--- config.mk ---
export PLATFORM = sky130hd
export DESIGN_NAME = slave_bus_arbiter
export DESIGN_NICKNAME = d
export VERILOG_FILES = /design/src/rtl/slave_bus_arbiter.sv
export SDC_FILE = /design/constraint.sdc
export NUM_CORES = 1
export LEC_CHECK = 0
export CAP_MARGIN = 20
export CORE_AREA = 2 2 158 160
export DETAILED_ROUTE_END_ITERATION = 6
export DIE_AREA = 0 0 160 162
export HOLD_SLACK_MARGIN = 0.03
export PLACE_DENSITY_LB_ADDON = 0.12
export SLEW_MARGIN = 15
export SYNTH_ARGS = -nofsm -noshare
export SYNTH_HDL_FRONTEND = slang
export SYNTH_SLANG_ARGS = --single-unit
export TNS_END_PERCENT = 1
--- constraint.sdc ---
create_clock -name clk -period 5.8 [get_ports clk]
set_input_delay 0.87 -clock clk [delete_from_list [all_inputs] [get_ports clk]]
set_output_delay 0.87 -clock clk [all_outputs]
set_load 0.02 [all_outputs]
--- src/rtl/slave_bus_arbiter.sv ---
// slave_bus_arbiter
// Round-robin arbiter and sequencer that shares one slave register port
// (slave_addr/rd/wr/data_in/data_out) among NUM_REQ requesters.
// One transaction at a time: IDLE -> ISSUE -> [WAIT] -> DONE -> IDLE.
// Optional feature: define ARB_LOCK_EN to add the req_lock input, which
// lets a requester keep ownership of the port across back-to-back grants.
module slave_bus_arbiter #(
    parameter int NUM_REQ    = 4,
    parameter int RD_LATENCY = 1
) (
    input  logic                   clk,
    input  logic                   reset,
    input  logic [NUM_REQ-1:0]     req,
    input  logic [NUM_REQ-1:0]     req_rd,
    input  logic [NUM_REQ-1:0]     req_wr,
    input  logic [NUM_REQ*32-1:0]  req_addr,
    input  logic [NUM_REQ*32-1:0]  req_wdata,
`ifdef ARB_LOCK_EN
    input  logic [NUM_REQ-1:0]     req_lock,
`endif
    output logic [NUM_REQ-1:0]     ack,
    output logic [31:0]            rdata,
    output logic [NUM_REQ-1:0]     grant,
    output logic                   busy,
    output logic [31:0]            slave_addr,
    output logic                   slave_rd,
    output logic                   slave_wr,
    output logic [31:0]            slave_data_in,
    input  logic [31:0]            slave_data_out
);

    localparam int IDX_W = $clog2(NUM_REQ);
    localparam int CNT_W = (RD_LATENCY > 1) ? $clog2(RD_LATENCY) : 1;

    typedef enum logic [1:0] {
        IDLE  = 2'd0,
        ISSUE = 2'd1,
        WAIT  = 2'd2,
        DONE  = 2'd3
    } state_t;

    // Index of requester (base + k) wrapped into 0..NUM_REQ-1
    function automatic logic [IDX_W-1:0] wrap_idx(input logic [IDX_W-1:0] base, input int k);
        int s;
        s = int'(base) + k;
        if (s >= NUM_REQ) s = s - NUM_REQ;
        return s[IDX_W-1:0];
    endfunction

    function automatic logic [NUM_REQ-1:0] onehot(input logic [IDX_W-1:0] i);
        logic [NUM_REQ-1:0] r;
        r    = '0;
        r[i] = 1'b1;
        return r;
    endfunction

    // Unpacked views of the packed per-requester buses
    logic [31:0] addr_arr  [NUM_REQ];
    logic [31:0] wdata_arr [NUM_REQ];

    genvar gi;
    generate
        for (gi = 0; gi < NUM_REQ; gi++) begin : g_unpack
            assign addr_arr[gi]  = req_addr[32*gi +: 32];
            assign wdata_arr[gi] = req_wdata[32*gi +: 32];
        end
    endgenerate

    state_t                 state_q, state_d;
    logic [IDX_W-1:0]       idx_q, idx_d;
    logic                   op_rd_q, op_rd_d;
    logic [CNT_W-1:0]       cnt_q, cnt_d;
    logic [IDX_W-1:0]       last_grant_q, last_grant_d;
    logic [NUM_REQ-1:0]     grant_q, grant_d;
    logic [NUM_REQ-1:0]     ack_q, ack_d;
    logic                   busy_q, busy_d;
    logic                   slave_rd_q, slave_rd_d;
    logic                   slave_wr_q, slave_wr_d;
    logic [31:0]            slave_addr_q, slave_addr_d;
    logic [31:0]            slave_data_in_q, slave_data_in_d;
    logic [31:0]            rdata_q, rdata_d;

    logic                   rr_found;
    logic [IDX_W-1:0]       rr_idx;
    logic [IDX_W-1:0]       rr_base;
    logic                   lock_hold;
    logic                   sel_valid;
    logic [IDX_W-1:0]       sel_idx;

`ifdef ARB_LOCK_EN
    logic                   lock_valid_q, lock_valid_d;
    logic [IDX_W-1:0]       lock_owner_q, lock_owner_d;

    // Lock owner keeps winning while it still requests and still asserts its lock;
    // once released, the round-robin search restarts just after the lock owner.
    assign lock_hold = lock_valid_q && req[lock_owner_q] && req_lock[lock_owner_q];
    assign rr_base   = lock_valid_q ? lock_owner_q : last_grant_q;
    assign sel_idx   = lock_hold ? lock_owner_q : rr_idx;
`else
    assign lock_hold = 1'b0;
    assign rr_base   = last_grant_q;
    assign sel_idx   = rr_idx;
`endif

    assign sel_valid = lock_hold | rr_found;

    // Round-robin search: first set req bit after rr_base, wrapping around
    always_comb begin
        rr_found = 1'b0;
        rr_idx   = '0;
        for (int k = 1; k <= NUM_REQ; k++) begin
            if (!rr_found && req[wrap_idx(rr_base, k)]) begin
                rr_found = 1'b1;
                rr_idx   = wrap_idx(rr_base, k);
            end
        end
    end

    // Next-state and next-output computation for the transaction sequencer
    always_comb begin
        state_d         = state_q;
        idx_d           = idx_q;
        op_rd_d         = op_rd_q;
        cnt_d           = cnt_q;
        last_grant_d    = last_grant_q;
        grant_d         = grant_q;
        ack_d           = '0;
        busy_d          = busy_q;
        slave_rd_d      = 1'b0;
        slave_wr_d      = 1'b0;
        slave_addr_d    = slave_addr_q;
        slave_data_in_d = slave_data_in_q;
        rdata_d         = rdata_q;
`ifdef ARB_LOCK_EN
        lock_valid_d    = lock_valid_q;
        lock_owner_d    = lock_owner_q;
`endif

        case (state_q)
            IDLE: begin
`ifdef ARB_LOCK_EN
                if (!lock_hold) lock_valid_d = 1'b0;
`endif
                if (sel_valid) begin
                    state_d         = ISSUE;
                    idx_d           = sel_idx;
                    op_rd_d         = req_rd[sel_idx];
                    grant_d         = onehot(sel_idx);
                    busy_d          = 1'b1;
                    // Strobe registers load here so they are high during ISSUE only;
                    // read wins when both op bits are set.
                    slave_rd_d      = req_rd[sel_idx];
                    slave_wr_d      = req_wr[sel_idx] & ~req_rd[sel_idx];
                    slave_addr_d    = addr_arr[sel_idx];
                    slave_data_in_d = wdata_arr[sel_idx];
                    if (!lock_hold) last_grant_d = sel_idx;
                end
            end

            ISSUE: begin
                if (op_rd_q) begin
                    state_d = WAIT;
                    cnt_d   = CNT_W'(RD_LATENCY - 1);
                end else begin
                    state_d = DONE;
                    ack_d   = onehot(idx_q);
                end
            end

            WAIT: begin
                if (cnt_q == '0) begin
                    state_d = DONE;
                    rdata_d = slave_data_out;
                    ack_d   = onehot(idx_q);
                end else begin
                    cnt_d = cnt_q - 1'b1;
                end
            end

            DONE: begin
                state_d = IDLE;
                grant_d = '0;
                busy_d  = 1'b0;
`ifdef ARB_LOCK_EN
                if (req_lock[idx_q]) begin
                    lock_valid_d = 1'b1;
                    lock_owner_d = idx_q;
                end
`endif
            end

            default: begin
                state_d = IDLE;
                grant_d = '0;
                busy_d  = 1'b0;
            end
        endcase
    end

    // State and output registers; reset aborts any in-flight transaction at once
    always_ff @(posedge clk or posedge reset) begin
        if (reset) begin
            state_q         <= IDLE;
            idx_q           <= '0;
            op_rd_q         <= 1'b0;
            cnt_q           <= '0;
            last_grant_q    <= IDX_W'(NUM_REQ - 1);
            grant_q         <= '0;
            ack_q           <= '0;
            busy_q          <= 1'b0;
            slave_rd_q      <= 1'b0;
            slave_wr_q      <= 1'b0;
            slave_addr_q    <= '0;
            slave_data_in_q <= '0;
            rdata_q         <= '0;
`ifdef ARB_LOCK_EN
            lock_valid_q    <= 1'b0;
            lock_owner_q    <= '0;
`endif
        end else begin
            state_q         <= state_d;
            idx_q           <= idx_d;
            op_rd_q         <= op_rd_d;
            cnt_q           <= cnt_d;
            last_grant_q    <= last_grant_d;
            grant_q         <= grant_d;
            ack_q           <= ack_d;
            busy_q          <= busy_d;
            slave_rd_q      <= slave_rd_d;
            slave_wr_q      <= slave_wr_d;
            slave_addr_q    <= slave_addr_d;
            slave_data_in_q <= slave_data_in_d;
            rdata_q         <= rdata_d;
`ifdef ARB_LOCK_EN
            lock_valid_q    <= lock_valid_d;
            lock_owner_q    <= lock_owner_d;
`endif
        end
    end

    assign ack           = ack_q;
    assign rdata         = rdata_q;
    assign grant         = grant_q;
    assign busy          = busy_q;
    assign slave_addr    = slave_addr_q;
    assign slave_rd      = slave_rd_q;
    assign slave_wr      = slave_wr_q;
    assign slave_data_in = slave_data_in_q;

endmodule

[Yosys cells after proc, flatten, opt, wreduce, memory -nomap -nowiden]
Cells that the tools add are included.
Cells by class
  bitwise gates (word level): 4
  muxes and demuxes: 52
  equal/unequal tests: 6
  add/sub/neg operators: 9
  reduce and logical (&&, ||, !) cells: 16
  order comparisons: 13
Operator list (number)
  $bmux W32 S2: 2
  $mux W32: 4
  $mux W1: 20
  $mux W2: 10
  $lt A2 B3 Y1 const B: 6
  $pmux W4 S2: 2
  $bmux W1 S2: 6
  $ge A3 B3 Y1 const B: 4
  $mux W4: 3
  $reduce_and A2 Y1: 5
  $pmux W2 S4: 1
  $sub A2 B1 Y2 const B: 4
  $add A2 B2 Y3 const B: 2
  $ne A2 B2 Y1 const B: 3
  $logic_and A1 B1 Y1: 5
  $add A2 B3 Y4 const B: 1
  $demux W1 S2: 2
  $eq A2 B2 Y1 const B: 2
  $ge A2 B1 Y1 const B: 2
  $ge A4 B3 Y1 const B: 1
  $pmux W1 S2: 2
  $reduce_bool A2 Y1: 2
  $add A2 B1 Y3 const B: 1
  $logic_not A1 Y1: 3
  6 further kinds: 7
Storage, ports and cells
  output and inout port bits: 107
  input port bits: 302
  register bits after elaboration: 115

[Longest topological paths before layout]
Gate-level depths: netlist of run 1.
  depth after elaboration: 21
  mapped depth: 9
  gate-level depth less buffers: 6

[Worst setup path after synthesis of run 1]
Ideal clock, no wire load.
  path kind: in2reg
  from: input port req[1]
  to: register slave_addr_q[31], in the netlist slave_addr[31]
  data arrival time: 2305 ps
  path slack: 3369 ps
  stages: 7
  setup time: 126 ps
  path through: or4_1 > clkbuf_1 > and2_0 > clkbuf_1 > buf_2 > buf_1 > o32a_1
On the way
  longest elaborated chain between the ends: 16
  elaborated cells on any way between the ends: 27
  classes of those cells: 19 x mux; 1 x bitwise; 7 x reduce/logical
RTL lines
  start: declaration: line 13  | input logic [NUM_REQ-1:0] req,
  $bmux W1 S2: line 112  | if (!rr_found && req[wrap_idx(rr_base, k)]) begin
  $mux W1 (implied by the code): line 112
  $mux W1: line 112
  $logic_not A1 Y1: line 112
  $logic_and A1 B1 Y1: line 112
  $mux W1: line 112
  $logic_not A1 Y1: line 112
  $logic_and A1 B1 Y1: line 112
  $mux W1: line 112
  $logic_not A1 Y1: line 112
  $logic_and A1 B1 Y1: line 112
  $mux W2: line 112
  $not A2 Y3 (implied by the code): line 154  | slave_addr_d = addr_arr[sel_idx];
  $bmux W32 S2: line 154
  $mux W32 (implied by the code) (2 in a row): line 154
  end signal: assignment: line 231  | slave_addr_q <= slave_addr_d;
  end: declaration: line 79  | logic [31:0] slave_addr_q, slave_addr_d;
Several ways; a longest one is shown, not always the timed one. The select of a mux whose other input is x is not followed.
A chain may end at the register's enable or synchronous reset.

[Worst setup path in the final report of run 1]
  from: input port req[1]
  to: register slave_addr_q[20], in the netlist slave_addr[20]
Same word-level chain as after synthesis.

==> impl_metrics.env, run 1 <==
export IMPL_status="completed"
export IMPL_async_reset_ff_share_pct=100
export IMPL_cts_root_buf="clkbuf_16"
export IMPL_cp_slowest_cell="nand2_2"
export IMPL_skew_ns=0.0104
export IMPL_maxCapViolCount=0
export IMPL_port_buffers=408
export IMPL_fp_dieH_um=162
export IMPL_cp_start_kind="input pin"
export IMPL_routed_wl_um=26200
export IMPL_use_met1_pct=22.9
export IMPL_hold_start="slave_data_in[12]"
export IMPL_power_density_mw_per_mm2=510
export IMPL_place_congestion=0.767
export IMPL_critical_path_cell_chain="clkdlybuf4s50_1 -> or4_1 -> nand2_2 -> buf_4 -> a221o_1 -> o32a_1"
export IMPL_synth_ff_type="dfrtp_1"
export IMPL_setup_viol=0
export IMPL_fmax_mhz=294
export IMPL_cts_repair_resized=0
export IMPL_insertion_delay_ns=0.41
export IMPL_instances_no_fill=1298
export IMPL_met3_usage_pct=7.05
export IMPL_drtPass1Iterations=4
export IMPL_final_max_slew_viol_count=0
export IMPL_core_area_mm2=0.0241
export IMPL_tns_ns=0
export IMPL_ir_worst_vdd_uv=191
export IMPL_syn_num_nets=895
export IMPL_busiest_layer="met2"
export IMPL_hold_depth=1
export IMPL_clk_pin_slew_ns=0.06
export IMPL_r2r_start="state_q[1]"
export IMPL_antenna_found_initial=3
export IMPL_remaining_drc_errors=0
export IMPL_finalCritPeriodShare_pct=58.7
export IMPL_grt_pass1_vias=6831
export IMPL_die_w_um=160
export IMPL_cp_arrival_ns=3.75
export IMPL_fp_row_count=57
export IMPL_cts_sinks=114
export IMPL_synth_avg_cell_area_um2=10.5
export IMPL_rsz0062_at_grt="no"
export IMPL_min_to="slave_data_in[12]"
export IMPL_grt_max_degree=79
export IMPL_r2r_cells=6
export IMPL_slowest_delay_ns=0.81
export IMPL_die_area_mm2=0.0259
export IMPL_worst_path_max_fanout=46
export IMPL_cts_tree="done"
export IMPL_seq_area_frac_synth_pct=46.3
export IMPL_cp_end_kind="flop"
export IMPL_met2_usage_pct=34.8
export IMPL_nets=1267
export IMPL_regToRegEndpoint="slave_addr[20]"
export IMPL_avgViaCountPerCell=4.99
export IMPL_synth_seq_cells=114
export IMPL_hp_class="reg2reg"
export IMPL_syn_inst=588
export IMPL_synth_distinct_cells=50
export IMPL_post_route_util_pct=45.7
export IMPL_dp_cells=1265
export IMPL_drtIter0Drc=288
export IMPL_synth_edff_count=0
export IMPL_ys_warnings_count=0
export IMPL_critPathKind="in2reg"
export IMPL_relSlewSlack_pct=24.3
export IMPL_grtUsageTotal_pct=19.8
export IMPL_holdBufCountCts=0
export IMPL_netlist_area_mm2=0.00617
export IMPL_post_cts_buffers=0
export IMPL_worst_pin_slew_ns=1.14
export IMPL_cts_buffers=17
export IMPL_area_delta_synth_final_pct=78.8
export IMPL_avgRoutedWirePerCell_um=20.2
export IMPL_h_tree_depth=4
export IMPL_drive_above_1_share_pct=8.94
export IMPL_io_pins=409
export IMPL_num_vias=6483
export IMPL_layout_min_cycle_time_ns=3.40
export IMPL_antenna_left=0
export IMPL_power_uw=5620
export IMPL_start_util_pct=25.6
export IMPL_dp_hpwl_um=18800
export IMPL_cp_required_ns=6.15
export IMPL_overflow=0
export IMPL_final_hold_viol_count=0
export IMPL_grt_pass1_wl_um=39900
export IMPL_clk_path_buf_depth=2
export IMPL_p_leak_uw=0.00451
export IMPL_reg2reg_slack_ns=2.92
flip-flops by register name, indices dropped and copies added (netlist names):
name,flops
slave_rd,1
grant,4
ack,4
slave_data_in,32
op_rd_q,1
slave_addr,32
last_grant_q,2
state_q,2
slave_wr,1
busy,1
idx_q,2
rdata,32
logic make-up after synthesis:
| kind of cell | after synthesis | share of synthesized area, % |
|---|---|---|
| compound gates | 168 | 23.8 |
| fa+ha+maj | 5 | 1.01 |
| buf+inv | 74 | 5.80 |
| flops | 114 | 46.3 |
| mux | 35 | 6.33 |
| simple gates | 192 | 16.7 |
worst max-delay path, delay by kind of cell:
kind / cells / cell delay (ns)
AOI/OAI and AO/OA: 2 / 0.32
buffers and inverters: 2 / 1.05
and+or+nand+nor: 2 / 1.49
cells in the mapped netlist, drive strengths merged, types with 2 or more instances:
| cell | n | area share (%) |
|---|---|---|
| a2111oi | 2 | 0.59 |
| a21o | 3 | 0.37 |
| a21oi | 7 | 0.57 |
| a221o | 41 | 6.7 |
| a221oi | 23 | 3.3 |
| a22o | 5 | 0.71 |
| a31oi | 23 | 2.3 |
| and3 | 83 | 8.4 |
| buf | 27 | 2.9 |
| clkbuf | 39 | 2.4 |
| dfrtp | 112 | 45 |
| dfstp | 2 | 0.85 |
| ha | 5 | 1.0 |
| inv | 8 | 0.49 |
| mux2 | 32 | 5.8 |
| mux2i | 3 | 0.49 |
| nand2 | 18 | 1.1 |
| nand3 | 46 | 3.7 |
| nor2 | 30 | 1.9 |
| nor2b | 5 | 0.51 |
| nor3 | 3 | 0.24 |
| nor3b | 2 | 0.24 |
| o211ai | 2 | 0.24 |
| o21ai | 9 | 0.73 |
| o32a | 41 | 6.7 |
where the power goes:
part	internal (uW)	leakage, uW	switching, uW	total, uW
Sequential	1210	0.00132	232	1440
Combinational	1480	0.00290	1640	3120
Clock	649	0.000291	410	1060
Total	3340	0.00451	2290	5620
area by class of cell:
cell class / count / area (um^2)
diodes: 1 / 2.50
clock buffers: 18 / 439
clock inverters: 14 / 153
fillers: 2372 / 13100
inverters: 8 / 32.5
multi-input cells: 400 / 2970
flip-flops and latches: 114 / 2860
well taps: 324 / 405
repair buffers: 419 / 4170
metrics by stage:
stage          instance area [um^2]  worst slack, ns  hold WS (ns)
2_1_floorplan                  6170             1.92         0.455
3_3_place_gp                  10400             2.02         0.482
3_5_place_dp                  10400             1.99         0.486
4_1_cts                       11000             2.42         0.499
5_1_grt                       11000             2.25         0.504
6_report                      11000             2.40         0.494
layer usage:
metal	vias up	routed length, um
li1	3063	-
met1	3108	10400
met2	283	13100
met3	27	2250
met4	2	475
met5	-	13
cells in the final DEF (no fill, tap or decap), types with 5 or more instances in the layout:
master / synthesis / layout
nand2_1: 17 / 16
and3_1: 83 / 83
clkinv_4: 0 / 5
a22o_1: 5 / 5
buf_4: 4 / 11
clkdlybuf4s50_1: 0 / 408
a221oi_1: 23 / 23
nand3_1: 46 / 46
dfrtp_1: 112 / 112
nor2_1: 29 / 29
a31oi_1: 23 / 23
mux2_2: 32 / 32
clkbuf_16: 0 / 17
ha_1: 5 / 5
inv_1: 8 / 7
o21ai_0: 8 / 8
a21oi_1: 7 / 6
o32a_1: 41 / 41
nor2b_1: 5 / 5
a221o_1: 41 / 41
worst max path at each step:
stage,endpoint,cells past startpoint,slack [ns],startpoint
global route,slave_addr[28],6,2.25,req[1]
CTS,slave_addr[23],6,2.42,req[1]
finish,slave_addr[20],6,2.40,req[1]
global placement,slave_data_in[2],6,2.02,req[1]
floorplan,ack[0],1,1.92,reset
detailed placement,slave_addr[23],6,1.99,req[1]
(Power assumes the default switching activity.)
==> run 2: changes to the inputs <==
Settings changed: CORE_AREA 2 2 158 160 to 2 2 157 159, DIE_AREA 0 0 160 162 to 0 0 159 161.
Clock period 5.8 ns to 3 ns, I/O delays scaled along.
==> impl_metrics.env, run 2 (synthesis results as in run 1) <==
export IMPL_status="completed"
export IMPL_insertion_delay_ns=0.42
export IMPL_nets=1277
export IMPL_critPathKind="in2reg"
export IMPL_maxCapViolCount=0
export IMPL_rsz0062_at_grt="no"
export IMPL_io_pins=409
export IMPL_relSlewSlack_pct=60.7
export IMPL_overflow=0
export IMPL_r2r_start="last_grant_q[1]"
export IMPL_avgRoutedWirePerCell_um=19.8
export IMPL_detailedPlace_worstSlack_ns=0.238
export IMPL_critical_path_cell_chain="clkdlybuf4s50_1 -> nor2b_1 -> a2111o_1 -> buf_4 -> nand3_1 -> a31oi_1"
export IMPL_routed_wl_um=25900
export IMPL_ir_worst_vdd_uv=348
export IMPL_tns_ns=0
export IMPL_post_route_util_pct=46.7
export IMPL_finalWorstSetupSlack_ns=0.684
export IMPL_power_uw=11000
export IMPL_antenna_found_initial=0
export IMPL_reg2reg_slack_ns=0.78
export IMPL_layout_commonest_cell="clkdlybuf4s50_1"
export IMPL_regToRegEndpoint="slave_data_in[28]"
export IMPL_drtIter0Drc=316
export IMPL_cp_end_kind="flop"
export IMPL_cts_sinks=114
export IMPL_clk_pin_slew_ns=0.06
export IMPL_skew_ns=0.0131
export IMPL_hold_start="grant[0]"
export IMPL_antenna_left=0
export IMPL_avgViaCountPerCell=5.02
export IMPL_cp_arrival_ns=2.64
export IMPL_layout_min_cycle_time_ns=2.32
export IMPL_fp_dieH_um=161
export IMPL_h_tree_depth=4
export IMPL_holdBufCountCts=0
export IMPL_hp_class="reg2reg"
export IMPL_crit_family="buffers and inverters"
export IMPL_cts_buffers=17
export IMPL_die_area_mm2=0.0256
export IMPL_power_density_mw_per_mm2=981
export IMPL_grtUsageTotal_pct=19.7
export IMPL_cp_slowest_cell="clkdlybuf4s50_1"
export IMPL_diodes=0
export IMPL_setup_viol=0
export IMPL_final_hold_viol_count=0
export IMPL_cp_required_ns=3.33
export IMPL_grt_pass1_vias=6770
export IMPL_dp_hpwl_um=18700
export IMPL_r2r_cells=6
export IMPL_min_to="grant[0]"
export IMPL_use_met1_pct=23.6
export IMPL_start_util_pct=25.7
export IMPL_remaining_drc_errors=0
export IMPL_met3_usage_pct=5.06
export IMPL_num_vias=6560
export IMPL_cts_repair_resized=0
export IMPL_fp_row_count=57
export IMPL_cts_root_buf="clkbuf_16"
export IMPL_slowest_delay_ns=0.70
export IMPL_core_area_mm2=0.0240
export IMPL_port_buffers=408
export IMPL_fmax_mhz=432
export IMPL_instances_no_fill=1307
export IMPL_worst_pin_slew_ns=0.585
export IMPL_place_congestion=0.782
export IMPL_clk_path_buf_depth=2
export IMPL_worst_path_max_fanout=20
export IMPL_grt_pass1_wl_um=39400
export IMPL_finalCritPeriodShare_pct=77.2
export IMPL_met2_usage_pct=34.0
export IMPL_die_w_um=159
export IMPL_p_leak_uw=0.00458
export IMPL_layout_common_cells="408 x clkdlybuf4s50_1, 112 x dfrtp_1, 83 x and3_1"
export IMPL_grt_max_degree=75
export IMPL_cts_tree="done"
export IMPL_dp_cells=1275
export IMPL_drive_above_1_share_pct=9.97
export IMPL_path_buf_inv=2
export IMPL_cp_start_kind="input pin"
export IMPL_post_cts_buffers=0
export IMPL_area_delta_synth_final_pct=81.3
export IMPL_final_max_slew_viol_count=0
export IMPL_busiest_layer="met2"
export IMPL_drtPass1Iterations=6
export IMPL_hold_depth=1
[run 2: cell types whose count changed in the layout (fill, tap and decap cells not counted), sizes merged]
cell | previous run | this run
bufinv | 2 | 1
clkinv | 8 | 7
clkbuf | 18 | 17
inv | 11 | 14
buf | 11 | 21
diode | 1 | 0
[run 2: routing by layer]
metal	vias to the layer above	share of wire, %
li1	3090	-
met1	3140	41
met2	292	50
met3	38	6.6
met4	0	2.4
met5	-	0
[run 2: layout make-up]
type                       instances  area (um^2)
clock inverter                    15          146
sequential                       114         2860
fill                            2310        12800
tap                              324          405
multi-input combinational        400         2970
inverter                           8         33.8
timing repair buffer             429         4340
clock buffer                      17          425
[run 2: how the worst max path moves through the flow]
| stage | startpoint | endpoint | slack [ns] | cells past startpoint |
|---|---|---|---|---|
| after CTS | req[1] | slave_addr[11] | 0.68 | 6 |
| after global placement | req[1] | slave_wr | 0.25 | 7 |
| after floorplan | last_grant_q[0] | slave_addr[10] | 0.94 | 7 |
| after global routing | req[1] | slave_wr | 0.46 | 7 |
| after detailed placement | req[1] | slave_addr[11] | 0.24 | 6 |
| final | req[1] | slave_addr[11] | 0.68 | 6 |
[run 2: where the power goes]
group | internal [uW] | total [uW] | switching (uW)
clock | 1160 | 1980 | 814
sequential | 2340 | 2790 | 453
combinational | 3020 | 6200 | 3180
total | 6520 | 11000 | 4450
[run 2: per-stage QoR]
step | hold WS, ns | cell area, um^2
after floorplan | 0.455 | 6170
after global placement | 0.482 | 10600
after detailed placement | 0.486 | 10600
after CTS | 0.500 | 11200
after global routing | 0.509 | 11200
final | 0.496 | 11200
